File: src/rtl/fifo_wr_arbiter.sv
// Round-robin write arbiter: shares one sync_fifo write port among NREQ producers,
// granting bursts of up to BURST words and stalling the owner while the FIFO is full.
module fifo_wr_arbiter #(
  parameter int NREQ  = 4,
  parameter int WIDTH = 8,
  parameter int BURST = 4
) (
  input  logic                     clk,
  input  logic                     rst,
  input  logic [NREQ-1:0]          req,
  input  logic [NREQ*WIDTH-1:0]    req_data,
  output logic [NREQ-1:0]          gnt,
  output logic [NREQ-1:0]          ack,
  output logic [$clog2(NREQ)-1:0]  owner,
  output logic                     busy,
  input  logic                     fifo_full,
  output logic                     fifo_wr_en,
  output logic [WIDTH-1:0]         fifo_din
);
  localparam int OW = $clog2(NREQ);
  localparam int CW = $clog2(BURST+1);

  typedef enum logic {IDLE = 1'b0, OWN = 1'b1} state_e;

  state_e          state_q, state_d;
  logic [NREQ-1:0] gnt_q, gnt_d;
  logic [OW-1:0]   owner_q, owner_d, rr_ptr_q, rr_ptr_d;
  logic [CW-1:0]   burst_cnt_q, burst_cnt_d;

  logic [OW-1:0]   owner_nxt, pick_start, pick_idx;
  logic            pick_vld, wr, release_own;

  assign owner_nxt   = (owner_q == OW'(NREQ-1)) ? '0 : owner_q + 1'b1;
  assign wr          = (state_q == OWN) & req[owner_q] & ~fifo_full & ~rst;
  assign release_own = (state_q == OWN) &
                       (~req[owner_q] | (wr & (burst_cnt_q == CW'(BURST-1))));
  // On release the scan starts just past the outgoing owner, so it wins only if alone.
  assign pick_start  = release_own ? owner_nxt : rr_ptr_q;

  // Descending scan: the last hit is the closest to pick_start in circular order.
  always_comb begin
    pick_vld = 1'b0;
    pick_idx = '0;
    for (int k = NREQ-1; k >= 0; k--) begin
      if (req[(int'(pick_start) + k) % NREQ]) begin
        pick_vld = 1'b1;
        pick_idx = OW'((int'(pick_start) + k) % NREQ);
      end
    end
  end

  always_comb begin
    state_d     = state_q;
    gnt_d       = gnt_q;
    owner_d     = owner_q;
    burst_cnt_d = burst_cnt_q;
    rr_ptr_d    = rr_ptr_q;
    case (state_q)
      IDLE: begin
        if (pick_vld) begin
          state_d           = OWN;
          gnt_d             = '0;
          gnt_d[pick_idx]   = 1'b1;
          owner_d           = pick_idx;
          burst_cnt_d       = '0;
        end
      end
      OWN: begin
        if (wr) burst_cnt_d = burst_cnt_q + 1'b1;
        if (release_own) begin
          rr_ptr_d = owner_nxt;
          if (pick_vld) begin
            gnt_d           = '0;
            gnt_d[pick_idx] = 1'b1;
            owner_d         = pick_idx;
            burst_cnt_d     = '0;
          end else begin
            state_d = IDLE;
            gnt_d   = '0;
          end
        end
      end
      default: state_d = IDLE;
    endcase
  end

  always_ff @(posedge clk) begin
    if (rst) begin
      state_q     <= IDLE;
      gnt_q       <= '0;
      owner_q     <= '0;
      burst_cnt_q <= '0;
      rr_ptr_q    <= '0;
    end else begin
      state_q     <= state_d;
      gnt_q       <= gnt_d;
      owner_q     <= owner_d;
      burst_cnt_q <= burst_cnt_d;
      rr_ptr_q    <= rr_ptr_d;
    end
  end

  assign gnt        = gnt_q;
  assign owner      = owner_q;
  assign busy       = (state_q == OWN);
  assign fifo_wr_en = wr;
  assign ack        = wr ? gnt_q : '0;
  assign fifo_din   = req_data[owner_q*WIDTH +: WIDTH];

endmodule

File: config.mk
export PLATFORM = sky130hd
export DESIGN_NAME = fifo_wr_arbiter
export DESIGN_NICKNAME = d
export VERILOG_FILES = /design/src/rtl/fifo_wr_arbiter.sv
export SDC_FILE = /design/constraint.sdc
export NUM_CORES = 1
export LEC_CHECK = 0
export CORE_MARGIN = 5
export CORE_UTILIZATION = 41
export CTS_CLUSTER_SIZE = 14
export DETAILED_ROUTE_END_ITERATION = 8
export HOLD_SLACK_MARGIN = 0.08
export PLACE_DENSITY = 0.95
export SLEW_MARGIN = 25
export SYNTH_ARGS = -nofsm -noshare
export SYNTH_HDL_FRONTEND = slang
export SYNTH_SLANG_ARGS = --single-unit
File: constraint.sdc
create_clock -name clk -period 3.75 [get_ports clk]
set_clock_uncertainty 0.2 [all_clocks]
set_input_delay 0.5625 -clock clk [delete_from_list [all_inputs] [get_ports clk]]
set_output_delay 0.5625 -clock clk [all_outputs]
set_load 0.1 [all_outputs]
* Yosys cells after proc, flatten, opt, wreduce, memory -nomap -nowiden
Index checks and enable logic that the tools add are counted.
** Storage, ports and cells
- Register bits after elaboration :: 12
- Logic and storage cells :: 81
** Cells by class
- $add $sub $neg :: 5
- Order comparisons :: 7
- Eq/ne operators :: 4
- Shifts and indexed selects :: 1
- Muxes and demuxes :: 41
- Bitwise operators :: 13
- Reductions and logical operators :: 5
** Operator list (number)
- $shiftx 32x6->8 :: 1
- $mux 2 :: 8
- $mux 4 :: 4
- $mux 1 :: 15
- $lt 3x4->1 const B :: 3
- $mux 3 :: 4
- $bmux 1 s2 :: 5
- $lt 2x3->1 const B :: 3
- $pmux 4 s2 :: 1
- $pmux 3 s2 :: 1
- $reduce_or 2->1 :: 3
- $and 1x1->1 :: 5
- $add 2x1->2 const B :: 2
- $add 2x2->2 const B :: 2
- $not 1->1 :: 4
- $pmux 2 s2 :: 1
- $add 3x1->3 const B :: 1
- $and 1x1->1 const A :: 3
- $eq 3x2->1 const B :: 1
- $demux 1 s2 :: 1
- $eq 2x2->1 const B :: 1
- $ge 2x1->1 const B :: 1
- $ne 2x1->1 const B :: 1
- $ne 2x2->1 const B :: 1
- 4 further kinds :: 4

* Logic depth before layout (Yosys ltp)
- Depth after elaboration :: 26
- Depth in mapped cells :: 8

* Worst setup path after synthesis
OpenSTA, ideal clock, no wires.
- Kind :: reg-to-output
- From :: register owner_q[1], in the netlist owner[1]
- To :: output ack[0]
- Arrival :: 3.002 ns
- Data required time :: 2.987 ns
- Setup slack :: -0.014 ns
- Cell stages (with the launch flop) :: 7
- Cells stage by stage :: dfxtp_1 buf_6 mux2_4 mux2_2 and3_1 buf_2 and2_1
** On the way
- Word-level cells in the longest chain between the ends :: 6
** Ends and longest elaborated chain
- from (decl) :: RTL line 27 : logic [OW-1:0] owner_q, owner_d, rr_ptr_q, rr_ptr_d;
- from (signal assigned) :: RTL line 97 : owner_q <= owner_d;
- $bmux 1 s2 :: RTL line 34 : assign wr = (state_q == OWN) & req[owner_q] & ~fifo_full & ~rst;
- $mux 1 (not written as such) :: RTL line 34
- $and 1x1->1 (3 in series) :: RTL line 34
- via fifo_wr_en :: RTL line 17 : output logic fifo_wr_en,
- $mux 4 :: RTL line 107 : assign ack = wr ? gnt_q : '0;
- to (decl) :: RTL line 13 : output logic [NREQ-1:0] ack,
The timed path passes the listed nets, and every way through them passes these cells. The select of a mux whose other input is x is not followed.

* Final worst setup path
- From :: input req[0]
- To :: output ack[2]
** On the way
- Word-level cells in the longest chain between the ends :: 6
** Ends and longest elaborated chain
- from (decl) :: RTL line 10 : input logic [NREQ-1:0] req,
- $bmux 1 s2 :: RTL line 34
- $mux 1 (not written as such) :: RTL line 34
- $and 1x1->1 (3 in series) :: RTL line 34
- $mux 4 :: RTL line 107
Every way passes these cells. The select of a mux whose other input is x is not followed.

==> metrics.md <==
| Metric | Value |
|---|---|
| Share of layout cells above drive strength 1 | 21.5% |
| Max VDD drop | 0.000343 V |
| Clock Sinks | 12 |
| Top cell type's share of synthesized area | 22.9% |
| CP max-delay cell | clkdlybuf4s50_1 |
| P_int | 318 uW |
| Post-synth EDFFs | 0 |
| Gpl congestion | 0.937 |
| Vias per std cell | 5.54 |
| Post-synth ARST share | 0% |
| Initial drt markers | 34 |
| H-tree depth | 1 |
| Number of global-route vias before repair | 1155 |
| Fin. Hold Viols | 0 |
| Hold_sp | gnt[0]$_SDFFE_PP0P_ |
| Hold EP | gnt[0]$_SDFFE_PP0P_ |
| Critical path, cell by cell | clkdlybuf4s50_1 > mux2_2 > mux2_2 > and3_1 > and2_2 > buf_12 |
| Main flop type after synthesis | dfxtp_1 |
| Clk_lat worst skew | 0.28 ns |
| Top-Level Pins | 59 |
| Horiz. Die Dim | 60.5 um |
| Multi-input gate area | 771 um^2 |
| Reg clk slew, reported paths | 0.07 ns |
| Area contributors post-synth | dfxtp_1 (23%), mux4_1 (20%), mux2_2 (4.3%), nand2_1 (3.9%), ha_1 (3.6%) |
| DIE AREA | 3670 um^2 |
| Fill cells | 179 |
| Max incr delay on CP | 0.51 ns |
| NetSw | 292 uW |
| Die Ht | 60.5 um |
| Core Box Area | 2450 um^2 |
| Global route overflow | 0 |
| Worst Path Buf+Inv | 2 |
| Most frequent cells in the layout | clkdlybuf4s50_1 (43), dfxtp_1 (12), nand2_1 (11), buf_4 (11), mux4_1 (8) |
| Port Buffers | 58 |
| Post-Syn Nets | 147 |
| Residual DRC | 0 |
| Setup TNS | 0 ns |
| Final #Nets | 206 |
| Crit-path leading delay family | buffers and inverters |
| Sequential area share after synthesis | 22.9% |
| Clk pwr share | 17.3% |
| Final Routed Wirelength | 3.37 mm |
| Netlist cell types | 44 |
| Crit path time final | 3.23 ns |
| Largest area contributor in the netlist | dfxtp_1 |
| Vias | 1069 |
| CTS tree | built |
| Status | finished, final reports clean |
| Routed WL per cell | 17.4 um |
| Min-Delay Path Depth | 2 |
| Period utilization | 86.0% |
| R2r endpoint | gnt[3]$_SDFFE_PP0P_ |
| CP required | 2.99 ns |
| Tot Pwr | 610 uW |
| Clock buffer count from CTS | 3 |
| Pwr per Cell Area | 357 nW/um^2 |
| Placed cell area | 1670 um^2 |
| Root Driver | clkbuf_4 |
| CP Capture Type | output port |
| R2r startpoint | owner[1]$_SDFFE_PP0P_ |
| Seq cells post-synth | 12 |
| Switching part of the total | 47.8% |
| Crit path DAT | 2.46 ns |
| Fin. max-slew vios | 0 |
| Post-CTS Setup Repair Bufs | 0 |
| Cell Rows | 18 |
| Crit Path Max Fanout | 8 |
| # diodes | 0 |
| Max Root-Sink Buffers | 2 |
| Yosys warns | 0 |
| Nature of the critical path startpoint | input port |
| Flop pwr share | 25.5% |
| Setup Viol. Count Final | 0 |
| DRT antenna net count | 0 |
| CTS Hold Buffers Added | 0 |
| Most common cell after layout, fill and taps aside | clkdlybuf4s50_1 |
| Starting Density | 42.7% |
| Final HPWL DP | 2.81 mm |
| Initial antenna violation count | 0 |
| Fin area | 1710 um^2 |
| Largest net degree at the start of global routing | 18 |
| Worst setup path class | in2out |
| Syn Std Cell Area | 1050 um^2 |
| Fmax | 310 MHz |
| Worst slew margin | 33.7% |
| First-pass GRT wire length | 5.45 mm |
| Most used cell, CP | mux2_2 |
| GRT Total Usage | 19.9% |
| Sequential Area | 240 um^2 |
| Slew @ Worst Pin | 0.992 ns |
| FF-to-FF setup slack | 0.95 ns |
| Drt first pass iters | 4 |
| Worst min path class | reg2reg |
| RSZ-0062 raised after global routing | no |
| Max_cap viols | 0 |
| Mean Syn Cell Area | 9.97 um^2 |
| Gate power share | 57.2% |
| Post-cts sizing count | 0 |
| Cells after synthesis | 105 |
| R2r worst-path depth | 6 |
| Synth-to-layout area growth | 63.2% |
| Static Leak | 0.663 nW |
-- power by group through the flow --
stage | Clock (mW) | Combinational, mW | Sequential (mW)
6_report | 0.105 | 0.349 | 0.156
5_1_grt | 0.116 | 0.362 | 0.158
4_1_cts | 0.106 | 0.350 | 0.155
3_5_place_dp | 0 | 0.348 | 0.158
3_3_place_gp | 0 | 0.340 | 0.157
2_1_floorplan | 0 | 0.210 | 0.199
-- worst min-delay path, cell delays in order, from the launching register on --
cell and delay [ns]:
dfxtp_1 0.33, nand2_1 0.06, o31ai_1 0.05
-- final cells by class --
class	count	area share [%]
Inverter	3	0.659
Tap cell	30	2.20
Sequential cell	12	14.1
Clock buffer	4	2.12
Timing Repair Buffer	59	35.9
Multi-Input combinational cell	85	45.1
-- how the worst max path moves through the flow --
stage | from | to | slack [ns] | cells after the start
3_5_place_dp | req[0] | ack[2] | 0.54 | 6
3_3_place_gp | req[0] | ack[3] | 0.60 | 6
2_1_floorplan | owner[1]$_SDFFE_PP0P_ | ack[0] | 0.23 | 6
6_report | req[0] | ack[2] | 0.52 | 6
4_1_cts | req[0] | ack[2] | 0.53 | 6
5_1_grt | req[0] | ack[2] | 0.47 | 6
-- through the flow --
| stage | std cells | hold slack, ns | util [%] | setup slack [ns] |
|---|---|---|---|---|
| after floorplan | 105 | 0.308 | - | 0.231 |
| after global placement | 189 | 0.266 | 68.1 | 0.604 |
| after detailed placement | 189 | 0.274 | 68.1 | 0.539 |
| after CTS | 193 | 0.288 | 69.6 | 0.533 |
| after global routing | 193 | 0.311 | 69.6 | 0.467 |
| final | 193 | 0.287 | 69.6 | 0.524 |
-- synth_stat cells (2+ instances only) --
master / count
a211oi_1: 3
mux4_1: 8
nand2_1: 11
dfxtp_1: 12
ha_1: 3
mux2_2: 4
nor2_1: 7
nand2b_1: 4
nand3_1: 2
and2_1: 5
mux2i_1: 2
buf_2: 3
a21oi_1: 2
inv_1: 3
o21ai_0: 6
or2_2: 2
-- per-layer routing --
metal	part of all wire (%)	wire length, um	global-route usage, %
met5	0	0	0
met4	1.6	53	3.41
met3	2.7	91	5.32
met2	60	2020	38.7
met1	36	1210	21.7
-- flip-flops by register name, summed over array words and instances, names as in the netlist --
register     cells
burst_cnt_q      3
busy             1
gnt              4
owner            2
rr_ptr_q         2
-- cell families after synthesis --
family,synth area share (%)
multiplexers,27.7
flip-flops,22.9
AO/OA/AOI/OAI,20.0
buffers and inverters,3.94
adder cells (fa/ha/maj),3.58
AND/OR/NAND/NOR,21.9
Note: power is estimated with default switching activity, not from simulation.
